--- src/rtl/video_dma_engine.sv ---
// Descriptor-driven DMA: reads a linear source region over AXI4 read bursts and
// writes each returned beat into a word-addressed video memory.
module video_dma_engine #(
    parameter int DATA_WIDTH = 64,
    parameter int ADDR_WIDTH = 32,
    parameter int VM_AW      = 15,
    parameter int LEN_WIDTH  = 16,
    parameter int MAX_BURST  = 16
) (
    input  logic                  clk,
    input  logic                  rst,
    input  logic                  desc_valid,
    output logic                  desc_ready,
    input  logic [ADDR_WIDTH-1:0] desc_src,
    input  logic [VM_AW-1:0]      desc_dst,
    input  logic [LEN_WIDTH-1:0]  desc_len,
    output logic                  busy,
    output logic                  done,
    output logic                  err,
    output logic [ADDR_WIDTH-1:0] araddr,
    output logic [7:0]            arlen,
    output logic [2:0]            arsize,
    output logic [1:0]            arburst,
    output logic                  arvalid,
    input  logic                  arready,
    input  logic [DATA_WIDTH-1:0] rdata,
    input  logic [1:0]            rresp,
    input  logic                  rlast,
    input  logic                  rvalid,
    output logic                  rready,
    output logic                  vm_we,
    output logic [VM_AW-1:0]      vm_addr,
    output logic [DATA_WIDTH-1:0] vm_wdata
);

    localparam int BYTES = DATA_WIDTH / 8;
    localparam int SZ    = $clog2(BYTES);
    localparam int CW    = (LEN_WIDTH > 13) ? LEN_WIDTH : 13;

    // Every channel (desc, AR, R) transfers on a cycle where valid && ready are
    // both high at the rising edge; valid never waits for ready, and the payload
    // stays stable while valid is high and ready is low.
    typedef enum logic [1:0] {IDLE, ISSUE_AR, WAIT_R, DONE} state_t;

    state_t                state, state_nx;
    logic [ADDR_WIDTH-1:0] cur_addr;
    logic [VM_AW-1:0]      dst_addr;
    logic [LEN_WIDTH-1:0]  rem;
    logic [LEN_WIDTH-1:0]  rem_dec;
    logic [8:0]            burst_len;
    logic [8:0]            beat_cnt;
    logic [8:0]            beat_nx;
    logic                  err_q;
    logic                  done_phase;
    logic                  ar_hs;
    logic                  r_hs;
    logic                  proto_err;
    logic                  beat_err;
    logic [ADDR_WIDTH-1:0] src_aligned;

    // Burst = min(remaining beats, MAX_BURST, beats left in the current 4 KiB page).
    function automatic logic [8:0] calc_burst(input logic [11:0] page_off,
                                              input logic [LEN_WIDTH-1:0] left);
        logic [12:0]   to_4k;
        logic [CW-1:0] lim;
        to_4k = (13'h1000 - {1'b0, page_off}) >> SZ;
        lim   = CW'(to_4k);
        if (lim > CW'(MAX_BURST)) lim = CW'(MAX_BURST);
        if (CW'(left) < lim) lim = CW'(left);
        return 9'(lim);
    endfunction

    assign src_aligned = desc_src & ~ADDR_WIDTH'(BYTES - 1);
    assign ar_hs       = (state == ISSUE_AR) && arready;
    assign r_hs        = (state == WAIT_R) && rvalid;
    assign beat_nx     = beat_cnt + 9'd1;
    assign rem_dec     = (rem == '0) ? '0 : rem - LEN_WIDTH'(1);
    // rlast must land exactly on the computed burst length; early or late is an error.
    assign proto_err   = rlast ? (beat_nx != burst_len) : (beat_nx >= burst_len);
    assign beat_err    = (rresp != 2'b00) || proto_err;

    assign araddr  = cur_addr;
    assign arlen   = 8'(burst_len - 9'd1);
    assign arsize  = 3'(SZ);
    assign arburst = 2'b01;
    assign err     = err_q;

    always_comb begin
        state_nx   = state;
        desc_ready = 1'b0;
        busy       = 1'b1;
        arvalid    = 1'b0;
        rready     = 1'b0;
        done       = 1'b0;
        case (state)
            IDLE: begin
                desc_ready = 1'b1;
                busy       = 1'b0;
                if (desc_valid) state_nx = (desc_len == '0) ? DONE : ISSUE_AR;
            end
            ISSUE_AR: begin
                arvalid = 1'b1;
                if (arready) state_nx = WAIT_R;
            end
            WAIT_R: begin
                rready = 1'b1;
                if (rvalid && rlast)
                    state_nx = (err_q || beat_err || rem_dec == '0) ? DONE : ISSUE_AR;
            end
            DONE: begin
                // First DONE cycle lets the final write land; done pulses on the second.
                done = done_phase;
                if (done_phase) state_nx = IDLE;
            end
            default: state_nx = IDLE;
        endcase
    end

    always_ff @(posedge clk) begin
        if (rst) begin
            state      <= IDLE;
            cur_addr   <= '0;
            dst_addr   <= '0;
            rem        <= '0;
            burst_len  <= 9'd1;
            beat_cnt   <= '0;
            err_q      <= 1'b0;
            done_phase <= 1'b0;
            vm_we      <= 1'b0;
            vm_addr    <= '0;
            vm_wdata   <= '0;
        end else begin
            state      <= state_nx;
            vm_we      <= r_hs;
            done_phase <= (state == DONE) && !done_phase;
            if (state == IDLE && desc_valid) begin
                cur_addr <= src_aligned;
                dst_addr <= desc_dst;
                rem      <= desc_len;
                err_q    <= 1'b0;
                if (desc_len != '0) burst_len <= calc_burst(src_aligned[11:0], desc_len);
            end
            if (ar_hs) begin
                cur_addr <= cur_addr + (ADDR_WIDTH'(burst_len) << SZ);
                beat_cnt <= '0;
            end
            if (r_hs) begin
                vm_addr  <= dst_addr;
                vm_wdata <= rdata;
                dst_addr <= dst_addr + VM_AW'(1);
                rem      <= rem_dec;
                beat_cnt <= beat_nx;
                if (beat_err) err_q <= 1'b1;
                if (rlast && state_nx == ISSUE_AR)
                    burst_len <= calc_burst(cur_addr[11:0], rem_dec);
            end
        end
    end

endmodule
--- config.mk ---
export PLATFORM = sky130hd
export DESIGN_NAME = video_dma_engine
export DESIGN_NICKNAME = d
export VERILOG_FILES = /design/src/rtl/video_dma_engine.sv
export SDC_FILE = /design/constraint.sdc
export NUM_CORES = 1
export LEC_CHECK = 0
export ABC_AREA = 1
export CAP_MARGIN = 20
export CORE_ASPECT_RATIO = 0.5
export CORE_MARGIN = 5
export CORE_UTILIZATION = 44
export DETAILED_ROUTE_END_ITERATION = 10
export PLACE_DENSITY = 0.77
export SETUP_SLACK_MARGIN = 0.05
export SLEW_MARGIN = 5
export SYNTH_ARGS = -nofsm -noshare
export SYNTH_HDL_FRONTEND = slang
export SYNTH_SLANG_ARGS = --single-unit
--- constraint.sdc ---
create_clock -name clk -period 2.9 [get_ports clk]
set_input_delay 0.58 -clock clk [delete_from_list [all_inputs] [get_ports clk]]
set_output_delay 0.58 -clock clk [all_outputs]
set_load 0.02 [all_outputs]
==> metrics.cfg <==
[clock_network]
insertion_delay_ns = 0.43
cts_tree = built
cts_sinks = 162
cts_root_buffer = clkbuf_16
clkTransAtPathRegs_ns = 0.07
cts_max_level = 4
cts_max_path_buffers = 2
cts_buffers = 17

[floorplanning]
die_area_um2 = 25000
rows = 38
die_w_um = 219
die_y_um = 114
ios = 266
initial_core_util_pct = 44.5
core_um2 = 21500

[sta]
finalWorstSetupSlack_ns = -0.0149
setup_viol = 2
tightest_slew_ns = 0.936
finClkSkew_ns = 0.0107
finalHoldViolations = 0
rsz0062_at_grt = true
fin_crit_ns = 2.91
maxSlewHeadroom_pct = 37.5
max_freq_mhz = 343
slew_viol_final = 0
fin_crit_sh_pct = 101

[status]
violations = setup timing
outcome = complete, but fails checks

[critical_path]
crit_fanout = 6
cpMostUsedCell = nand2_1
rr_worst_depth = 24
arrival_ns = 3.29
crit_path_end_kind = register
slowest_stage = dfxtp_2
cp.required_ns = 3.27
r2r_end = burst_len[5]
critPathKind = register to register
path_buf_inv = 4
crit_path_max_incr_delay_ns = 0.36
worstPathCellList = ha_4 > nand3_4 > inv_2 > nand3_2 > buf_6 > xor2_2 > inv_2 > ha_4 > nand2_2 > nor3_2 > nand3b_1 > nand4_1 > nand2_1 > nand3_2 > nor2_1 > nand2_1 > nand2_1 > nand2_1 > nand2_2 > nand3_4 > clkinvlp_4 > o21ai_1 > nand2_1 > a21oi_2
rrSetupSlack_ns = -0.01
start_kind = register
r2r-start = beat_cnt[0]
cp_top_family = simple AND/OR/NAND/NOR gates

[final_layout]
layout_commonest_cell = nand2_1
nets = 1905
drive_gt1_share_pct = 13.5
finalNonFillerCells = 2039
final_util_pct = 64.4
num_antenna_cells = 0
areaGrowthSynthToFinish_pct = 44.7
final_cell_mix = nand2_1, clkdlybuf4s50_1, dfxtp_1, a21oi_1, inv_1

[hold_path]
hold_path_end = vm_wdata[19]
min_path_cells = 2
hp-class = register to register
worstHoldStart = vm_wdata[19]

[drt]
drc = 0
ant_nets = 0
wl_per_cell_um = 16.5
routed_wl_um = 33600
m1WireLength_um = 13900
routed.top_layer = met4
routed-via-count = 10768
drtPass1Iterations = 5
drt_first_iter_violations = 760
wl_met3_um = 2690
wl_met2_um = 16000
via_per_inst = 5.28

[grt]
antenna_found_initial = 0
grt_overflow = 0
grt_max_degree = 103
grt_pass1_vias = 10298
grtUsageTotal_pct = 25.6
grt_pass1_wl_um = 52100

[placed_design]
dp_cells = 1996
dp_hpwl_um = 24500
place.gp.congestion = 0.931
portBuffers = 254

[power_and_ir_drop]
p_leak_nw = 5.75
ir_drop_uv = 435
p_per_area_nw_per_um2 = 512

[logic_synthesis]
ys_warn_count = 0
yosysSeqAreaShare_pct = 33.9
avgSynthCellArea_um2 = 6.73
synth_cells = 1423
syn-cell-area_um2 = 9580
synth.distinct_cells = 55
ys_seq_elements = 162

[run]
cap_violations = 0

-- per-layer routing --
layer | GRT usage (%) | vias to the layer above
li1 | - | 5272
met1 | 32.3 | 5008
met2 | 43.4 | 401
met3 | 6.61 | 87
met4 | 8.24 | 0
met5 | 0 | -
-- cell families (layout without fill, tap and decap cells) --
kind of cell	after synthesis	after routing	synth area share (%)
other cells	2	18	0.0784
xor+xnor	40	40	3.66
compound gates	288	288	17.4
simple gates	677	678	30.5
flops	162	162	33.9
fa+ha+maj	44	44	5.82
buf+inv	210	509	8.67
-- state kept, by name, indices dropped and copies added (netlist names) --
register / flops
vm_wdata: 64
vm_addr: 15
beat_cnt: 9
done_phase: 1
dst_addr: 15
err: 1
burst_len: 9
state: 2
vm_we: 1
rem: 16
araddr: 29
-- cell type report --
type	instances	area (µm²)
clock inverters	11	118
inverters	144	544
multi-input cells	1068	5920
repair buffers	332	3170
well taps	300	375
clock buffers	21	480
flip-flops and latches	162	3250
fillers	1844	7670
repair inverters	1	7.51
-- cells in the mapped netlist (all sizes together) --
cell	count	share of area [%]
xnor2	9	0.82
a32o	2	0.21
dfxtp	162	34
nor3	18	0.99
a311oi	1	0.091
nand2	418	17
o2111ai	1	0.091
xor2	31	2.8
ha	43	5.6
o21a	6	0.47
o211ai	9	0.71
o221ai	5	0.46
nor2	118	5.2
nor3b	1	0.078
a221oi	3	0.27
or2	5	0.33
a211oi	5	0.39
clkinv	2	0.078
clkbuf	52	2.0
fa	1	0.21
a31oi	15	0.98
a21o	3	0.24
o21bai	5	0.39
a21boi	1	0.078
nand3	87	5.1
and2	1	0.065
or4	1	0.078
buf	14	0.97
o41ai	1	0.091
a21oi	154	8.4
conb	2	0.078
a2111oi	2	0.44
nor4	6	0.39
inv	142	5.6
o31ai	1	0.078
o22ai	5	0.33
nand4	17	1.1
nand3b	5	0.39
o21ai	69	3.7
-- through the flow --
stage | total power [mW] | worst slack, ns | instance area (µm²) | hold slack [ns] | setup TNS (ns)
finish | 7.10 | -0.0149 | 13900 | 0.464 | -0.0194
global route | 7.47 | -0.189 | 13900 | 0.489 | -1.27
CTS | 7.05 | 0.00239 | 13600 | 0.465 | 0
detailed placement | 4.74 | -0.722 | 12800 | 0.454 | -6.26
global placement | 4.69 | -0.530 | 12800 | 0.451 | -4.59
floorplan | 3.88 | 0.0790 | 9640 | 0.458 | 0
-- worst max-delay path by stage --
stage	start	to	slack [ns]	cells after the start
after floorplan	desc_src[3]	burst_len[5]	0.08	20
after global placement	desc_src[3]	burst_len[2]	-0.53	21
after detailed placement	desc_src[3]	burst_len[2]	-0.72	23
final	beat_cnt[0]	burst_len[5]	-0.01	24
after CTS	beat_cnt[1]	burst_len[4]	0.002	23
after global routing	beat_cnt[0]	burst_len[5]	-0.19	24
-- power by group --
| part | total (mW) | internal (mW) | switching (mW) | leakage (nW) |
|---|---|---|---|---|
| registers | 2.55 | 2.38 | 0.168 | 1.32 |
| logic | 2.24 | 0.924 | 1.32 | 4.14 |
| clock network | 2.31 | 1.30 | 1.01 | 0.294 |
| total | 7.10 | 4.60 | 2.50 | 5.75 |
-- worst reg2reg max path: stages (launching register included) --
cell,delay [ns]
dfxtp_2,0.36
ha_4,0.16
nand3_4,0.08
inv_2,0.06
nand3_2,0.07
buf_6,0.13
xor2_2,0.15
inv_2,0.08
ha_4,0.27
nand2_2,0.07
nor3_2,0.13
nand3b_1,0.14
nand4_1,0.12
nand2_1,0.06
nand3_2,0.07
nor2_1,0.04
nand2_1,0.05
nand2_1,0.04
nand2_1,0.07
nand2_2,0.10
nand3_4,0.14
clkinvlp_4,0.16
o21ai_1,0.12
nand2_1,0.09
a21oi_2,0.09
-- what timing repair did --
item | CTS | global route
resized for setup | 34 | 60
pin swaps | 14 | 26
setup endpoints to repair | 11 | 17
gates cloned | 2 | 0
hold buffers | 0 | 0
setup buffers | 4 | 5
(Power assumes the default switching activity.)
